==> config.mk <==
export PLATFORM = sky130hd
export DESIGN_NAME = mc_control_fsm
export DESIGN_NICKNAME = d
export VERILOG_FILES = /design/src/rtl/mc_control_fsm.sv
export SDC_FILE = /design/constraint.sdc
export NUM_CORES = 1
export LEC_CHECK = 0
export ABC_AREA = 0
export CAP_MARGIN = 20
export CORE_MARGIN = 5
export CORE_UTILIZATION = 49
export CTS_CLUSTER_DIAMETER = 50
export CTS_CLUSTER_SIZE = 16
export DETAILED_ROUTE_END_ITERATION = 8
export PLACE_DENSITY = 0.8
export SYNTH_ARGS = -nofsm -noshare
export SYNTH_HDL_FRONTEND = slang
export SYNTH_SLANG_ARGS = --single-unit
==> constraint.sdc <==
create_clock -name clk -period 2.9 [get_ports clk]
set_input_delay 0.58 -clock clk [delete_from_list [all_inputs] [get_ports clk]]
set_output_delay 0.58 -clock clk [all_outputs]
set_load 0.02 [all_outputs]
==> src/rtl/mc_control_fsm.sv <==
// Multi-cycle control FSM for the MIPS-subset core.
// Moore decode of the datapath controls from the current state, with the
// fetch strobes gated by memory readiness. Memory states optionally wait on
// mem_ready with a bounded wait. The FSM traps on an undefined opcode or a
// memory timeout, and it counts retired instructions.
module mc_control_fsm #(
  parameter int HANDSHAKE      = 1,
  parameter int TIMEOUT_CYCLES = 255,
  parameter int CNT_WIDTH      = 32
) (
  input  logic                 clk,
  input  logic                 reset,
  input  logic [5:0]           opcode,
  input  logic                 mem_ready,
  output logic                 pc_write,
  output logic                 pc_write_cond,
  output logic                 pc_write_cond_ne,
  output logic                 iord,
  output logic                 mem_read,
  output logic                 mem_write,
  output logic                 ir_write,
  output logic [1:0]           mem_to_reg,
  output logic [1:0]           reg_dst,
  output logic                 reg_write,
  output logic                 alu_src_a,
  output logic [1:0]           alu_src_b,
  output logic [1:0]           alu_op,
  output logic [1:0]           pc_source,
  output logic                 illegal_op,
  output logic                 bus_error,
  output logic [CNT_WIDTH-1:0] retired,
  output logic [3:0]           state
);

  typedef enum logic [3:0] {
    S_FETCH     = 4'd0,
    S_DECODE    = 4'd1,
    S_MEM_ADDR  = 4'd2,
    S_MEM_RD    = 4'd3,
    S_MEM_WB    = 4'd4,
    S_MEM_WR    = 4'd5,
    S_R_EXEC    = 4'd6,
    S_R_WB      = 4'd7,
    S_BRANCH    = 4'd8,
    S_JUMP      = 4'd9,
    S_ADDI_EXEC = 4'd10,
    S_ADDI_WB   = 4'd11,
    S_JAL       = 4'd12,
    S_TRAP      = 4'd13
  } state_t;

  localparam logic [5:0] OP_R    = 6'b000000;
  localparam logic [5:0] OP_LW   = 6'b100011;
  localparam logic [5:0] OP_SW   = 6'b101011;
  localparam logic [5:0] OP_BEQ  = 6'b000100;
  localparam logic [5:0] OP_BNE  = 6'b000101;
  localparam logic [5:0] OP_J    = 6'b000010;
  localparam logic [5:0] OP_JAL  = 6'b000011;
  localparam logic [5:0] OP_ADDI = 6'b001000;

  // The wait counter only needs to reach TIMEOUT_CYCLES-1.
  localparam int                  WC_W    = (TIMEOUT_CYCLES < 2) ? 1 : $clog2(TIMEOUT_CYCLES);
  localparam logic [WC_W-1:0]     WC_LAST = WC_W'((TIMEOUT_CYCLES > 0) ? (TIMEOUT_CYCLES - 1) : 0);
  localparam logic [WC_W-1:0]     WC_ONE  = WC_W'(1);
  localparam logic [CNT_WIDTH-1:0] CNT_ONE = CNT_WIDTH'(1);

  state_t              r_state;
  logic [WC_W-1:0]     r_wait_cnt;
  logic [CNT_WIDTH-1:0] r_retired;
  logic                r_illegal_op;
  logic                r_bus_error;
  logic                r_is_bne;
  logic                r_is_load;

  logic                w_rdy;
  logic                w_mem_state;
  logic                w_timeout;

  assign w_rdy       = (HANDSHAKE != 0) ? mem_ready : 1'b1;
  assign w_mem_state = (r_state == S_FETCH) || (r_state == S_MEM_RD) || (r_state == S_MEM_WR);
  // A completing access in the last allowed cycle wins over the timeout.
  assign w_timeout   = (TIMEOUT_CYCLES != 0) && w_mem_state && !w_rdy && (r_wait_cnt == WC_LAST);

  // State sequencing, sticky trap flags, wait counter and retire counter.
  always_ff @(posedge clk) begin
    if (reset) begin
      r_state      <= S_FETCH;
      r_wait_cnt   <= '0;
      r_retired    <= '0;
      r_illegal_op <= 1'b0;
      r_bus_error  <= 1'b0;
      r_is_bne     <= 1'b0;
      r_is_load    <= 1'b0;
    end else begin
      case (r_state)
        S_FETCH:     if (w_rdy) r_state <= S_DECODE;
        S_DECODE: begin
          r_is_bne  <= (opcode == OP_BNE);
          r_is_load <= (opcode == OP_LW);
          case (opcode)
            OP_LW, OP_SW:    r_state <= S_MEM_ADDR;
            OP_R:            r_state <= S_R_EXEC;
            OP_BEQ, OP_BNE:  r_state <= S_BRANCH;
            OP_J:            r_state <= S_JUMP;
            OP_JAL:          r_state <= S_JAL;
            OP_ADDI:         r_state <= S_ADDI_EXEC;
            default: begin
              r_state      <= S_TRAP;
              r_illegal_op <= 1'b1;
            end
          endcase
        end
        S_MEM_ADDR:  r_state <= r_is_load ? S_MEM_RD : S_MEM_WR;
        S_MEM_RD:    if (w_rdy) r_state <= S_MEM_WB;
        S_MEM_WR: begin
          if (w_rdy) begin
            r_state   <= S_FETCH;
            r_retired <= r_retired + CNT_ONE;
          end
        end
        S_R_EXEC:    r_state <= S_R_WB;
        S_ADDI_EXEC: r_state <= S_ADDI_WB;
        S_MEM_WB, S_R_WB, S_BRANCH, S_JUMP, S_ADDI_WB, S_JAL: begin
          r_state   <= S_FETCH;
          r_retired <= r_retired + CNT_ONE;
        end
        S_TRAP:      r_state <= S_TRAP;
        default:     r_state <= S_TRAP;
      endcase

      if (w_timeout) begin
        r_state     <= S_TRAP;
        r_bus_error <= 1'b1;
      end

      if (!w_mem_state || w_rdy || w_timeout) r_wait_cnt <= '0;
      else                                    r_wait_cnt <= r_wait_cnt + WC_ONE;
    end
  end

  // Control decode from state; everything is forced low while reset is held.
  always_comb begin
    pc_write         = 1'b0;
    pc_write_cond    = 1'b0;
    pc_write_cond_ne = 1'b0;
    iord             = 1'b0;
    mem_read         = 1'b0;
    mem_write        = 1'b0;
    ir_write         = 1'b0;
    mem_to_reg       = 2'b00;
    reg_dst          = 2'b00;
    reg_write        = 1'b0;
    alu_src_a        = 1'b0;
    alu_src_b        = 2'b00;
    alu_op           = 2'b00;
    pc_source        = 2'b00;
    if (!reset) begin
      case (r_state)
        S_FETCH: begin
          mem_read  = 1'b1;
          alu_src_b = 2'b01;
          ir_write  = w_rdy;
          pc_write  = w_rdy;
        end
        S_DECODE:    alu_src_b = 2'b11;
        S_MEM_ADDR: begin
          alu_src_a = 1'b1;
          alu_src_b = 2'b10;
        end
        S_MEM_RD: begin
          mem_read = 1'b1;
          iord     = 1'b1;
        end
        S_MEM_WB: begin
          reg_write  = 1'b1;
          mem_to_reg = 2'b01;
        end
        S_MEM_WR: begin
          mem_write = 1'b1;
          iord      = 1'b1;
        end
        S_R_EXEC: begin
          alu_src_a = 1'b1;
          alu_op    = 2'b10;
        end
        S_R_WB: begin
          reg_write = 1'b1;
          reg_dst   = 2'b01;
        end
        S_BRANCH: begin
          alu_src_a        = 1'b1;
          alu_op           = 2'b01;
          pc_source        = 2'b01;
          pc_write_cond    = !r_is_bne;
          pc_write_cond_ne = r_is_bne;
        end
        S_JUMP: begin
          pc_write  = 1'b1;
          pc_source = 2'b10;
        end
        S_ADDI_EXEC: begin
          alu_src_a = 1'b1;
          alu_src_b = 2'b10;
        end
        S_ADDI_WB:   reg_write = 1'b1;
        S_JAL: begin
          pc_write   = 1'b1;
          pc_source  = 2'b10;
          reg_write  = 1'b1;
          reg_dst    = 2'b10;
          mem_to_reg = 2'b10;
        end
        default: ;
      endcase
    end
  end

  assign illegal_op = r_illegal_op;
  assign bus_error  = r_bus_error;
  assign retired    = r_retired;
  assign state      = r_state;

endmodule

==> flow_summary.json <==
{
  "run_status": "finished clean",
  "max_cap_violations": 0,
  "cts_root_buf": "clkbuf_8",
  "gp_congestion": 0.867,
  "tightest_slew_ps": 470,
  "die_w_um": 83.2,
  "cts_hold_buf": 0,
  "num_rows": 26,
  "vdd_drop_max_mv": 0.453,
  "area_growth_pct": 32.6,
  "clk-insertion-delay-late_ps": 300,
  "nFillCells": 462,
  "synth_edf_count": 0,
  "setup_viol": 0,
  "cts-buffers-inserted": 5,
  "hold_start": "bus_error",
  "clkPwrFrac_pct": 18.1,
  "overflow": 0,
  "synth.top_cell.area_share_pct": 36.6,
  "die_height_um": 83.2,
  "period_needed_ps": 2870,
  "whs_path_depth": 2,
  "intPower_mw": 1.26,
  "grt_pass1_vias": 2555,
  "layout-drive-gt1-share_pct": 7.73,
  "multiInputGateArea_mm2": 0.00155,
  "whs_ps": 457,
  "start_util_pct": 51.0,
  "worstSetupStartpointType": "primary input",
  "worstSetupEndpointType": "primary output",
  "track_usage_pct": 19.4,
  "grt_pass1_wl_um": 11500,
  "syn_inst": 335,
  "swShare_pct": 39.0,
  "p_sw_mw": 0.804,
  "tritoncts": "built",
  "max-slew-margin-rel_pct": 68.4,
  "finalCritPeriodShare_pct": 99.0,
  "vias": 2647,
  "grt_max_degree": 30,
  "clock_skew_ps": 8.14,
  "combPwrFrac_pct": 42.7,
  "crit_fanout": 5,
  "synth_top_area_cell": "dfxtp_1",
  "crit_type": "in2out",
  "ant_nets": 0,
  "cts_resized": 0,
  "dr.pass1.iters": 4,
  "r2r-start": "state[3]",
  "worst_slack_ps": 30.1,
  "rsz0062_at_grt": "true",
  "report.final.slew_viol_count": 0,
  "fin_cells": 471,
  "syn_nets": 347,
  "diodes": 0,
  "route.detailed.drc": 0,
  "ys_warn_count": 0,
  "dpl_cell_area_mm2": 0.00339,
  "synth_flop_cell": "dfxtp_1",
  "power_density_mw_per_mm2": 594,
  "cts_buffer_depth": 2,
  "cp_cell_sequence": "clkdlybuf4s50_1, inv_1, nand3_1, nor3_2, and2_1, clkdlybuf4s50_1",
  "seqPwrFrac_pct": 39.2,
  "htree_levels": 2,
  "finalNetCount": 413,
  "antenna_found_initial": 0,
  "clock.fmax_mhz": 348,
  "wl_um": 6720,
  "drt-initial-drc-count": 161,
  "routed_via_density": 5.62,
  "ys_async_sr_fraction_pct": 0,
  "dp.cells": 464,
  "fp.dieArea_mm2": 0.00691,
  "clk_pin_slew_worst_paths_ps": 80,
  "io_buffers": 65,
  "critPathSlowestCell": "clkdlybuf4s50_1",
  "r2r_cells": 6,
  "dp.final_hpwl_um": 5130,
  "fin_util_pct": 67.6,
  "max_stage_delay_ps": 600,
  "worstPathArrival_ps": 2290,
  "coreArea_mm2": 0.00514,
  "postCtsSetupBuffers": 0,
  "avgSynthCellArea_um2": 7.83,
  "finalHoldViolations": 0,
  "place_ws_ps": 78.5,
  "crit_path_frequent_cell": "clkdlybuf4s50_1",
  "cts_sinks": 48,
  "worstHoldPathType": "reg2reg",
  "synth-seq-cells": 48,
  "critPathRequiredTime_ps": 2320,
  "min_to": "bus_error",
  "yosysSeqAreaShare_pct": 36.6,
  "p_leak_nw": 1.15,
  "wl_per_cell_um": 14.3,
  "synthTopCellsByArea": "dfxtp_1 37%, xnor2_1 6.7%, nor2_1 6.3%",
  "r2r_setup_slack_ps": 480,
  "regArea_um2": 962,
  "synth_cell_type_count": 48,
  "io_pins": 66,
  "reg2reg_to": "retired[28]",
  "finalInstanceArea_mm2": 0.00348,
  "syn_area_mm2": 0.00262
}
synthesized netlist by cell type (4+ instances only):
cell type	n
a21oi_1	21
and2_1	4
and3_1	5
clkbuf_1	14
dfxtp_1	48
inv_1	9
nand2_1	21
nand2b_1	5
nand3_1	19
nand4_1	6
nor2_1	44
nor3_1	16
nor4_1	19
o21ai_0	18
or3_1	10
xnor2_1	20
xor2_1	10
state kept, by name, indices dropped and copies added, names as in the netlist:
register	flops
r_is_bne	1
illegal_op	1
bus_error	1
retired	32
state	4
r_is_load	1
r_wait_cnt	8
worst max-delay path: cells and delay by family:
kind | cells | cell delay (ps)
buffers and inverters | 3 | 1110
AND/OR/NAND/NOR | 3 | 590
kinds of logic after synthesis:
| family | count (synthesis) | share of synthesized area [%] |
|---|---|---|
| AO/OA/AOI/OAI | 55 | 12.7 |
| XOR/XNOR | 30 | 10.0 |
| buffers and inverters | 30 | 4.58 |
| AND/OR/NAND/NOR | 169 | 34.6 |
| adder cells (fa/ha/maj) | 3 | 1.43 |
| flip-flops | 48 | 36.6 |
area by class of cell:
type                            instances  share of cell area [%]
Tap cell                               70                    2.52
Sequential cell                        48                    27.7
Inverter                                9                   0.972
Clock inverter                          1                   0.144
Multi-Input combinational cell        257                    44.7
Clock buffer                            6                    2.09
Timing Repair Buffer                   80                    22.0
layout by cell type, fill, tap and decap left out, types with 3 or more instances in the layout:
cell             instances
nand4_1                  6
nor2b_1                  3
a21oi_1                 21
nand3_1                 19
and3_1                   5
xnor2_1                 20
or3_1                   10
nor2_1                  44
nand2_1                 21
nand2b_1                 5
nor4_1                  18
ha_1                     3
clkbuf_8                 5
and4_1                   3
dfxtp_1                 47
buf_4                   15
clkdlybuf4s50_1         65
xor2_1                  10
nor3_1                  15
inv_1                    9
and2_1                   4
o21ai_0                 18
worst max path at each step:
stage / start / to / slack, ps / depth (start not counted)
global route: reset / pc_write_cond_ne / -70 / 6
CTS: reset / pc_write_cond_ne / 50 / 6
finish: reset / pc_write_cond_ne / 30 / 6
floorplan: state[2] / iord / 370 / 4
detailed placement: reset / pc_write_cond_ne / 80 / 6
global placement: reset / pc_write_cond_ne / 70 / 6
stage by stage:
| stage | power [mW] | TNS [ps] |
|---|---|---|
| final | 2.06 | 0 |
| after global routing | 2.20 | -102 |
| after CTS | 2.06 | 0 |
| after detailed placement | 1.69 | 0 |
| after global placement | 1.67 | 0 |
| after floorplan | 1.33 | 0 |
per-layer routing:
metal	global-route usage, %	vias to the layer above	routed length, µm
met5	0	-	0
met4	4.90	0	63
met3	4.36	8	331
met2	33.3	61	3230
met1	24.7	1247	3100
li1	-	1331	-
power by group through the flow:
| stage | logic (mW) | registers, mW | clock network, mW |
|---|---|---|---|
| 2_1_floorplan | 0.530 | 0.802 | 0 |
| 3_3_place_gp | 0.858 | 0.814 | 0 |
| 3_5_place_dp | 0.872 | 0.818 | 0 |
| 4_1_cts | 0.877 | 0.803 | 0.385 |
| 5_1_grt | 0.962 | 0.823 | 0.413 |
| 6_report | 0.881 | 0.809 | 0.374 |
No activity file was read; power rests on OpenSTA's default activity.
